[src/rtl/io_seq_pkg.sv]
// Shared types and constants for the I/O sequencer.
//   io_seq_state_t         : sequencer FSM state encoding
//   IN_WIDTH               : number of board switches
//   DEFAULT_DEBOUNCE_CYCLES: default Enter debounce length (clock cycles)
//   DEFAULT_TIMEOUT_CYCLES : default Output auto-acknowledge delay (clock cycles)
package io_seq_pkg;

  localparam int unsigned IN_WIDTH                = 10;
  localparam int unsigned DEFAULT_DEBOUNCE_CYCLES = 500000;
  localparam int unsigned DEFAULT_TIMEOUT_CYCLES  = 50000000;

  typedef enum logic [2:0] {
    StIdle,
    StWaitIn,
    StWaitOut,
    StAck,
    StRelease,
    StHalted
  } io_seq_state_t;

endpackage

[src/rtl/io_sequencer_if.sv]
// CPU-side handshake between the control unit and the I/O sequencer.
//   in_req, out_req, halt_req : instruction requests (levels) from the CPU
//   out_value                 : value to display for Output
//   stall                     : CPU hold while an I/O instruction is pending or halted
//   io_ack                    : one-cycle completion pulse
//   in_data                   : switch snapshot returned by Input
// Modports: master = CPU control unit, slave = io_sequencer.
interface io_sequencer_if;

  logic        in_req;
  logic        out_req;
  logic        halt_req;
  logic [31:0] out_value;
  logic        stall;
  logic        io_ack;
  logic [31:0] in_data;

  modport master (
    output in_req, out_req, halt_req, out_value,
    input  stall, io_ack, in_data
  );

  modport slave (
    input  in_req, out_req, halt_req, out_value,
    output stall, io_ack, in_data
  );

endinterface

[src/rtl/enter_debounce.sv]
// Enter key conditioning: 2-FF synchronizer followed by a stability counter.
// Ports:
//   clk, reset       : clock, asynchronous active-low reset
//   enter_raw        : raw asynchronous Enter key (active high)
//   level            : debounced Enter level
//   press_evt        : one-cycle pulse on a debounced rising edge (aligned with level rising)
// A level change is accepted only after DEBOUNCE_CYCLES consecutive synchronized
// samples that differ from the current debounced level.
module enter_debounce #(
  parameter int unsigned DEBOUNCE_CYCLES = 4
) (
  input  logic clk,
  input  logic reset,
  input  logic enter_raw,
  output logic level,
  output logic press_evt
);

  localparam int unsigned CntW = (DEBOUNCE_CYCLES > 1) ? $clog2(DEBOUNCE_CYCLES) : 1;
  localparam logic [CntW-1:0] CntMax =
      CntW'((DEBOUNCE_CYCLES > 1) ? DEBOUNCE_CYCLES - 1 : 0);

  logic [1:0]      sync_q;
  logic [CntW-1:0] cnt_q, cnt_d;
  logic            level_q, level_d;
  logic            press_q, press_d;

  always_comb begin
    cnt_d   = '0;
    level_d = level_q;
    press_d = 1'b0;
    // Counter only runs while the synchronized level disagrees with the debounced one.
    if (sync_q[1] != level_q) begin
      if (cnt_q == CntMax) begin
        level_d = sync_q[1];
        press_d = sync_q[1];
      end else begin
        cnt_d = cnt_q + 1'b1;
      end
    end
  end

  always_ff @(posedge clk or negedge reset) begin
    if (!reset) begin
      sync_q  <= '0;
      cnt_q   <= '0;
      level_q <= 1'b0;
      press_q <= 1'b0;
    end else begin
      sync_q  <= {sync_q[0], enter_raw};
      cnt_q   <= cnt_d;
      level_q <= level_d;
      press_q <= press_d;
    end
  end

  assign level     = level_q;
  assign press_evt = press_q;

endmodule

[src/rtl/io_sequencer.sv]
// Sequences Input / Output / Halt instructions against the board I/O.
// Ports:
//   clk, reset   : clock, asynchronous active-low reset
//   cpu          : io_sequencer_if.slave (requests, out_value, stall, io_ack, in_data)
//   sw           : raw switch levels sw9..sw0
//   enter_raw    : raw asynchronous Enter key
//   out_hold     : latched Output value for the display block
//   disp_input, disp_output, disp_halt : one-hot display mode (all low = idle dashes)
// Optional feature: define IO_SEQ_TIMEOUT_EN to auto-acknowledge Output after
// TIMEOUT_CYCLES cycles in the output wait without an Enter press.
module io_sequencer
  import io_seq_pkg::*;
#(
  parameter int unsigned DEBOUNCE_CYCLES = DEFAULT_DEBOUNCE_CYCLES,
  parameter int unsigned TIMEOUT_CYCLES  = DEFAULT_TIMEOUT_CYCLES
) (
  input  logic                clk,
  input  logic                reset,
  io_sequencer_if.slave       cpu,
  input  logic [IN_WIDTH-1:0] sw,
  input  logic                enter_raw,
  output logic [31:0]         out_hold,
  output logic                disp_input,
  output logic                disp_output,
  output logic                disp_halt
);

  io_seq_state_t state_q, state_d;
  logic [31:0]   in_data_q, in_data_d;
  logic [31:0]   out_hold_q, out_hold_d;
  logic          stall_q, stall_d;
  logic          enter_level;
  logic          press_evt;
  logic          tmo_hit;

  enter_debounce #(
    .DEBOUNCE_CYCLES(DEBOUNCE_CYCLES)
  ) u_enter_debounce (
    .clk      (clk),
    .reset    (reset),
    .enter_raw(enter_raw),
    .level    (enter_level),
    .press_evt(press_evt)
  );

`ifdef IO_SEQ_TIMEOUT_EN
  logic [31:0] tmo_q, tmo_d;

  // Held at zero outside the output wait, so it starts from zero on every entry.
  always_comb begin
    tmo_d = '0;
    if (state_q == StWaitOut) begin
      tmo_d = tmo_q + 32'd1;
    end
  end

  always_ff @(posedge clk or negedge reset) begin
    if (!reset) begin
      tmo_q <= '0;
    end else begin
      tmo_q <= tmo_d;
    end
  end

  assign tmo_hit = (state_q == StWaitOut) &&
                   (tmo_q == 32'((TIMEOUT_CYCLES > 0) ? TIMEOUT_CYCLES - 1 : 0));
`else
  logic unused_timeout;
  assign unused_timeout = ^TIMEOUT_CYCLES;
  assign tmo_hit        = 1'b0;
`endif

  always_comb begin
    state_d    = state_q;
    in_data_d  = in_data_q;
    out_hold_d = out_hold_q;
    // Halt overrides everything and aborts any pending wait without an acknowledge.
    if (cpu.halt_req) begin
      state_d = StHalted;
    end else begin
      unique case (state_q)
        StIdle: begin
          if (cpu.in_req) begin
            state_d = StWaitIn;
          end else if (cpu.out_req) begin
            state_d    = StWaitOut;
            out_hold_d = cpu.out_value;
          end
        end
        StWaitIn: begin
          if (!cpu.in_req) begin
            state_d = StIdle;
          end else if (press_evt) begin
            state_d   = StAck;
            in_data_d = {{(32 - IN_WIDTH){1'b0}}, sw};
          end
        end
        StWaitOut: begin
          if (!cpu.out_req) begin
            state_d = StIdle;
          end else if (press_evt || tmo_hit) begin
            state_d = StAck;
          end
        end
        StAck: begin
          // A still-held Enter must be released before another instruction can complete.
          state_d = enter_level ? StRelease : StIdle;
        end
        StRelease: begin
          if (!enter_level) begin
            state_d = StIdle;
          end
        end
        StHalted: begin
          state_d = StHalted;
        end
        default: begin
          state_d = StIdle;
        end
      endcase
    end
  end

  assign stall_d = (state_d == StWaitIn) || (state_d == StWaitOut) || (state_d == StHalted);

  always_ff @(posedge clk or negedge reset) begin
    if (!reset) begin
      state_q    <= StIdle;
      in_data_q  <= '0;
      out_hold_q <= '0;
      stall_q    <= 1'b0;
    end else begin
      state_q    <= state_d;
      in_data_q  <= in_data_d;
      out_hold_q <= out_hold_d;
      stall_q    <= stall_d;
    end
  end

  assign cpu.stall   = stall_q;
  assign cpu.io_ack  = (state_q == StAck);
  assign cpu.in_data = in_data_q;
  assign out_hold    = out_hold_q;
  assign disp_input  = (state_q == StWaitIn);
  assign disp_output = (state_q == StWaitOut);
  assign disp_halt   = (state_q == StHalted);

endmodule

[src/flat_wrapper.sv]
// flat-port wrapper written by rule: the top's interface ports become plain ports
module io_sequencer_flat import io_seq_pkg::*;
#(
  parameter int unsigned DEBOUNCE_CYCLES = DEFAULT_DEBOUNCE_CYCLES,
  parameter int unsigned TIMEOUT_CYCLES  = DEFAULT_TIMEOUT_CYCLES
)
  (clk, reset, sw, enter_raw, out_hold, disp_input, disp_output, disp_halt, cpu_in_req, cpu_out_req, cpu_halt_req, cpu_out_value, cpu_stall, cpu_io_ack, cpu_in_data);
  io_sequencer_if cpu_i ();
  input  logic clk;
  input  logic reset;
  input  logic [IN_WIDTH-1:0] sw;
  input  logic enter_raw;
  output logic [31:0] out_hold;
  output logic disp_input;
  output logic disp_output;
  output logic disp_halt;
  input wire logic [$bits(cpu_i.in_req)-1:0] cpu_in_req;
  input wire logic [$bits(cpu_i.out_req)-1:0] cpu_out_req;
  input wire logic [$bits(cpu_i.halt_req)-1:0] cpu_halt_req;
  input wire logic [$bits(cpu_i.out_value)-1:0] cpu_out_value;
  output wire logic [$bits(cpu_i.stall)-1:0] cpu_stall;
  output wire logic [$bits(cpu_i.io_ack)-1:0] cpu_io_ack;
  output wire logic [$bits(cpu_i.in_data)-1:0] cpu_in_data;
  assign cpu_i.in_req = cpu_in_req;
  assign cpu_i.out_req = cpu_out_req;
  assign cpu_i.halt_req = cpu_halt_req;
  assign cpu_i.out_value = cpu_out_value;
  assign cpu_stall = cpu_i.stall;
  assign cpu_io_ack = cpu_i.io_ack;
  assign cpu_in_data = cpu_i.in_data;
  io_sequencer #(.DEBOUNCE_CYCLES(DEBOUNCE_CYCLES), .TIMEOUT_CYCLES(TIMEOUT_CYCLES)) u_core (.clk(clk), .reset(reset), .cpu(cpu_i), .sw(sw), .enter_raw(enter_raw), .out_hold(out_hold), .disp_input(disp_input), .disp_output(disp_output), .disp_halt(disp_halt));
endmodule
[config.mk]
export PLATFORM = sky130hd
export DESIGN_NAME = io_sequencer_flat
export DESIGN_NICKNAME = d
export VERILOG_FILES = /design/src/rtl/io_seq_pkg.sv /design/src/rtl/io_sequencer_if.sv /design/src/rtl/enter_debounce.sv /design/src/rtl/io_sequencer.sv /design/src/flat_wrapper.sv
export SDC_FILE = /design/constraint.sdc
export NUM_CORES = 1
export LEC_CHECK = 0
export CORE_ASPECT_RATIO = 1.4
export CORE_MARGIN = 2
export CORE_UTILIZATION = 44
export CTS_CLUSTER_DIAMETER = 30
export DETAILED_ROUTE_END_ITERATION = 16
export PLACE_DENSITY = 0.82
export SKIP_LAST_GASP = 1
export SYNTH_ARGS = -nofsm -noshare
export SYNTH_HDL_FRONTEND = slang
export SYNTH_SLANG_ARGS = --single-unit
[constraint.sdc]
create_clock -name clk -period 2.1 [get_ports clk]
set_input_delay 0.525 -clock clk [delete_from_list [all_inputs] [get_ports clk]]
set_output_delay 0.525 -clock clk [all_outputs]
set_load 0.05 [all_outputs]
# Word-level counts from Yosys, hierarchy flattened

Index checks and enable logic that the tools add are counted.
W data, S select, Z words.

Register bits after elaboration: 69
Input port bits: 48
Output and inout bits: 69

Muxes and demuxes: 13
Bitwise logic cells: 2
Reduce and logical (&&, ||, !) cells: 6
Equality and inequality tests: 10
Add/sub/neg operators: 1

Operators by type and width:

| operator                | number |
|---|---|
| $mux W19                | 2 |
| $mux W3                 | 8 |
| $add A19 B1 Y19 const B | 1 |
| $eq A19 B19 Y1 const B  | 1 |
| $pmux W3 S6             | 1 |
| $eq A3 B2 Y1 const B    | 3 |
| $eq A3 B3 Y1 const B    | 3 |
| $reduce_and A4 Y1       | 2 |
| $eq A3 B1 Y1 const B    | 2 |
| $logic_not A3 Y1        | 1 |
| $logic_or A1 B1 Y1      | 2 |
| $mux W1                 | 2 |
| $not A1 Y1              | 2 |
| $reduce_and A2 Y1       | 1 |
| $ne A1 B1 Y1            | 1 |

# Logic depth before layout (Yosys ltp)

Depth in word-level cells: 7
Depth in mapped cells: 5

# By module

Synthesis repeated with hierarchy kept, for this count alone.

Cells, all modules: 252
Area, all modules: 3264.4 sq um

By module, submodules not included:

| module         | cells each | area an instance (sq um) | seq. area each (sq um) | instances |
|---|---|---|---|---|
| io_sequencer   | 142        | 2145.8                   | 1151.1                 | 1 |
| enter_debounce | 110        | 1118.6                   | 575.6                  | 1 |

# Worst setup path before layout

Ideal clock, no wire load.

Path type: register -> output
From: register u_core.state_q[2]
To: output disp_output
Cell stages (with the launch flop): 4
Data arrival time: 1335 ps
Data required time: 1575 ps
Path slack: 240 ps
Cell sequence: dfrtp_1 clkbuf_1 nand2b_1 nor2_1

Cells in the longest elaborated chain, start to end: 1

RTL lines:

| item                   | line                | source |
|---|---|---|
| from (decl)            | io_sequencer.sv:28  | `io_seq_state_t state_q, state_d;` |
| from (signal assigned) | io_sequencer.sv:128 | `state_q <= StIdle;` |
| from (signal assigned) | io_sequencer.sv:133 | `state_q <= state_d;` |
| $eq A3 B2 Y1           | io_sequencer.sv:145 | `assign disp_output = (state_q == StWaitOut);` |
| to (decl)              | flat_wrapper.sv:15  | `output logic disp_output;` |

No other way between the ends.

# Worst setup path after layout

From: register u_core.in_data_q[9], in the netlist u_core.cpu.in_data[9]
To: output cpu_in_data[9]

RTL lines:

| item                   | line                | source |
|---|---|---|
| from (decl)            | io_sequencer.sv:29  | `logic [31:0] in_data_q, in_data_d;` |
| from (signal assigned) | io_sequencer.sv:134 | `in_data_q <= in_data_d;` |
| to (decl)              | flat_wrapper.sv:23  | `output wire logic [$bits(cpu_i.in_data)-1:0] cpu_in_data;` |

No word-level cell between the ends.

==> run metrics <==
Layout Skew a little under 0.006 ns; post-synthesis instance total 250; Final setup violation count 0; Syn Std Cell Area ~3100 um^2; kind of end point of the critical path primary output; max incr delay on CP about 0.8 ns; worst slew pin tran between 0.5 and 0.6 ns; First-pass DRT Iterations 4; Tcrit/Tclk final between 90% and 100%; Crit path required time about 1.6 ns; Final ANT Viol Nets 0; Avg WL per Cell between 10 and 15 um; layout cell share with drive strength beyond 1 around 23%; post-DP HPWL roughly 4900 um; WP buf/inv 1; delay-heaviest family, CP buffers and inverters; Finished Cell Area 4452 um^2; H-tree depth 3; commonest cells after routing, fill and taps aside clkdlybuf4s50_1, dfrtp_1, mux2_2; crit path DAT roughly 1.5 ns; Fin. Hold Viols 0; critical path startpoint category register; Int Pwr around 2200 uW; Core Area 6892 um^2; first-pass GRT wire length ~11000 um; slowest cell on the critical path clkdlybuf4s50_1; vias post-DR roughly 2200; P per Cell Area 664.2 nW/um^2; commonest non-fill, non-tap cell in the layout clkdlybuf4s50_1; sequential share of power 46.4%; initial antenna violation count 0; Comb power frac 12.1%; TNS Setup 0 ns; CTS tree built; Starting Density between 40 and 50%; Hold WS 0.08283 ns; vias in the first global route between 2000 and 2500; CTS resizes 0; RePlAce Congestion 0.8083; critical path type reg2out; drt drc 0; post-synthesis sequential area ratio 55.69%; clk_lat worst skew around 0.36 ns; CP max FO 2; Max Cap Violations 0; row count 36; Vias/cell approximately 4.8; Final Max Tran Viols 0; clk buf depth 2; ys async rst share 100.0%; all-layer global routing usage between 10% and 20%; dpl ws approximately 0.049 ns; Setup Buffers After CTS 0; Die Span Y roughly 100 um; clock buffer count from CTS 9; largest net degree at the start of global routing 35; area added between synthesis and finish 43.58%; number of clock sinks 69; Diodes inserted 0; total die area a little under 8000 um^2; CP Cell Sequence clkdlybuf4s50_1; Die W about 75 um; headroom to the max-slew limit a little under two thirds; Switching Fraction around a quarter; grt ovf 0; library cells used by synthesis 40; Port Buffers 94; fmax around 0.49 GHz; min cycle time layout approximately 2.1 ns; Syn Area/Cell 12.40 um^2; Boundary Pins about 120; run status complete, no violations; DRT Wirelength approximately 6600 um; fin util between 60% and 70%; Hold Crit Class in2async; Iter 0 DRT Violations 73; yosys synthesis warning count 0; maximum VDD drop 0.0005145 V; CTS root buffer clkbuf_8; sw power 735.3 uW; Yosys reg bits slightly below 70; Most used DFF post-synth dfrtp_1; clock-pin transition on the worst setup and hold timing paths about 0.070 ns; CTS hold repair buffers 0; PnR worst setup slack ~0.04 ns; Pleak 0.002090 uW; Post-synth EDFFs 0; placed instance area 4214 um^2; Clk network pwr share about two fifths; Final nets between 400 and 500
==> through the flow <==
step | std cells | power [uW]
5_1_grt | 463 | 3058
6_report | 463 | 2957
4_1_cts | 463 | 2981
3_5_place_dp | 447 | 1757
2_1_floorplan | 271 | 1617
3_3_place_gp | 447 | 1751
==> worst reg2reg max path, stage by stage (launching register included) <==
cell and delay [ns]:
dfrtp_1 0.45, nor4b_1 0.35, nand2_1 0.19, or4_4 0.60, mux2_4 0.31
==> worst paths after layout <==
path	startpoint	slack [ns]	depth (start not counted)	to
max in group asynchronous	reset	1.49	2	u_core.cpu.in_data[6]
min in group clk	u_core.u_enter_debounce.sync_q[0]	0.35	0	u_core.u_enter_debounce.sync_q[1]
hold reg to reg	u_core.u_enter_debounce.sync_q[0]	0.35	0	u_core.u_enter_debounce.sync_q[1]
setup / recovery	u_core.cpu.in_data[9]	0.04	1	cpu_in_data[9]
setup reg to reg	u_core.u_enter_debounce.cnt_q[8]	0.10	4	u_core.u_enter_debounce.level
hold / removal	reset	0.08	1	u_core.u_enter_debounce.cnt_q[4]
==> power by group through the flow <==
stage	sequential, uW	combinational [uW]	clock [uW]
after floorplan	1470	152	0
after global placement	1400	356	0
after detailed placement	1400	360	0
after CTS	1370	361	1250
after global routing	1370	380	1300
final	1370	358	1230
==> kinds of logic (layout without fill, tap and decap cells) <==
family	Yosys count	count (layout)	share of synthesized area (%)
simple gates	77	77	14.00
flops	69	69	55.69
mux	44	44	16.06
buf+inv	32	129	6.739
xor+xnor	15	15	4.237
compound gates	11	11	2.744
fa+ha+maj	1	1	0.4035
other cells	1	22	0.1209
==> Yosys cell counts (all sizes together) (2+ instances only) <==
cell type  number  share of area (%)
a21oi           4               0.65
and2            2               0.40
and3            3               0.61
buf            26                6.0
dfrtp          69                 56
inv             5               0.61
mux2           43                 16
nand2          10                1.2
nand2b          3               0.61
nand3           8                1.3
nand3b          3               0.73
nand4           4                1.5
nor2           24                2.9
nor3            5               0.81
nor4            6                1.7
o21ai           3               0.48
or4             3               0.85
xnor2          12                3.4
xor2            3               0.85
==> registers in the layout, indices dropped and copies added, names as in the netlist <==
signal,cells
u_core.u_enter_debounce.press_evt,1
u_core.u_enter_debounce.sync_q,2
u_core.out_hold,32
u_core.u_enter_debounce.level,1
u_core.state_q,3
u_core.u_enter_debounce.cnt_q,19
u_core.cpu.in_data,10
u_core.cpu.stall,1
==> area by class of cell <==
cell class,count,area [um^2]
fillers,511,2440
inverters,5,18.77
repair buffers,108,1116
multi-input cells,170,1246
well taps,95,118.9
clock buffers,12,155.1
flip-flops and latches,69,1727
clock inverters,4,70.07
==> layer usage <==
metal	vias up	global-route usage (%)	routed length, um
li1	1049	-	-
met1	1103	20.31	2481
met2	77	31.58	3529
met3	11	7.171	456
met4	0	8.929	123
met5	-	0	0
(Power assumes the default switching activity.)
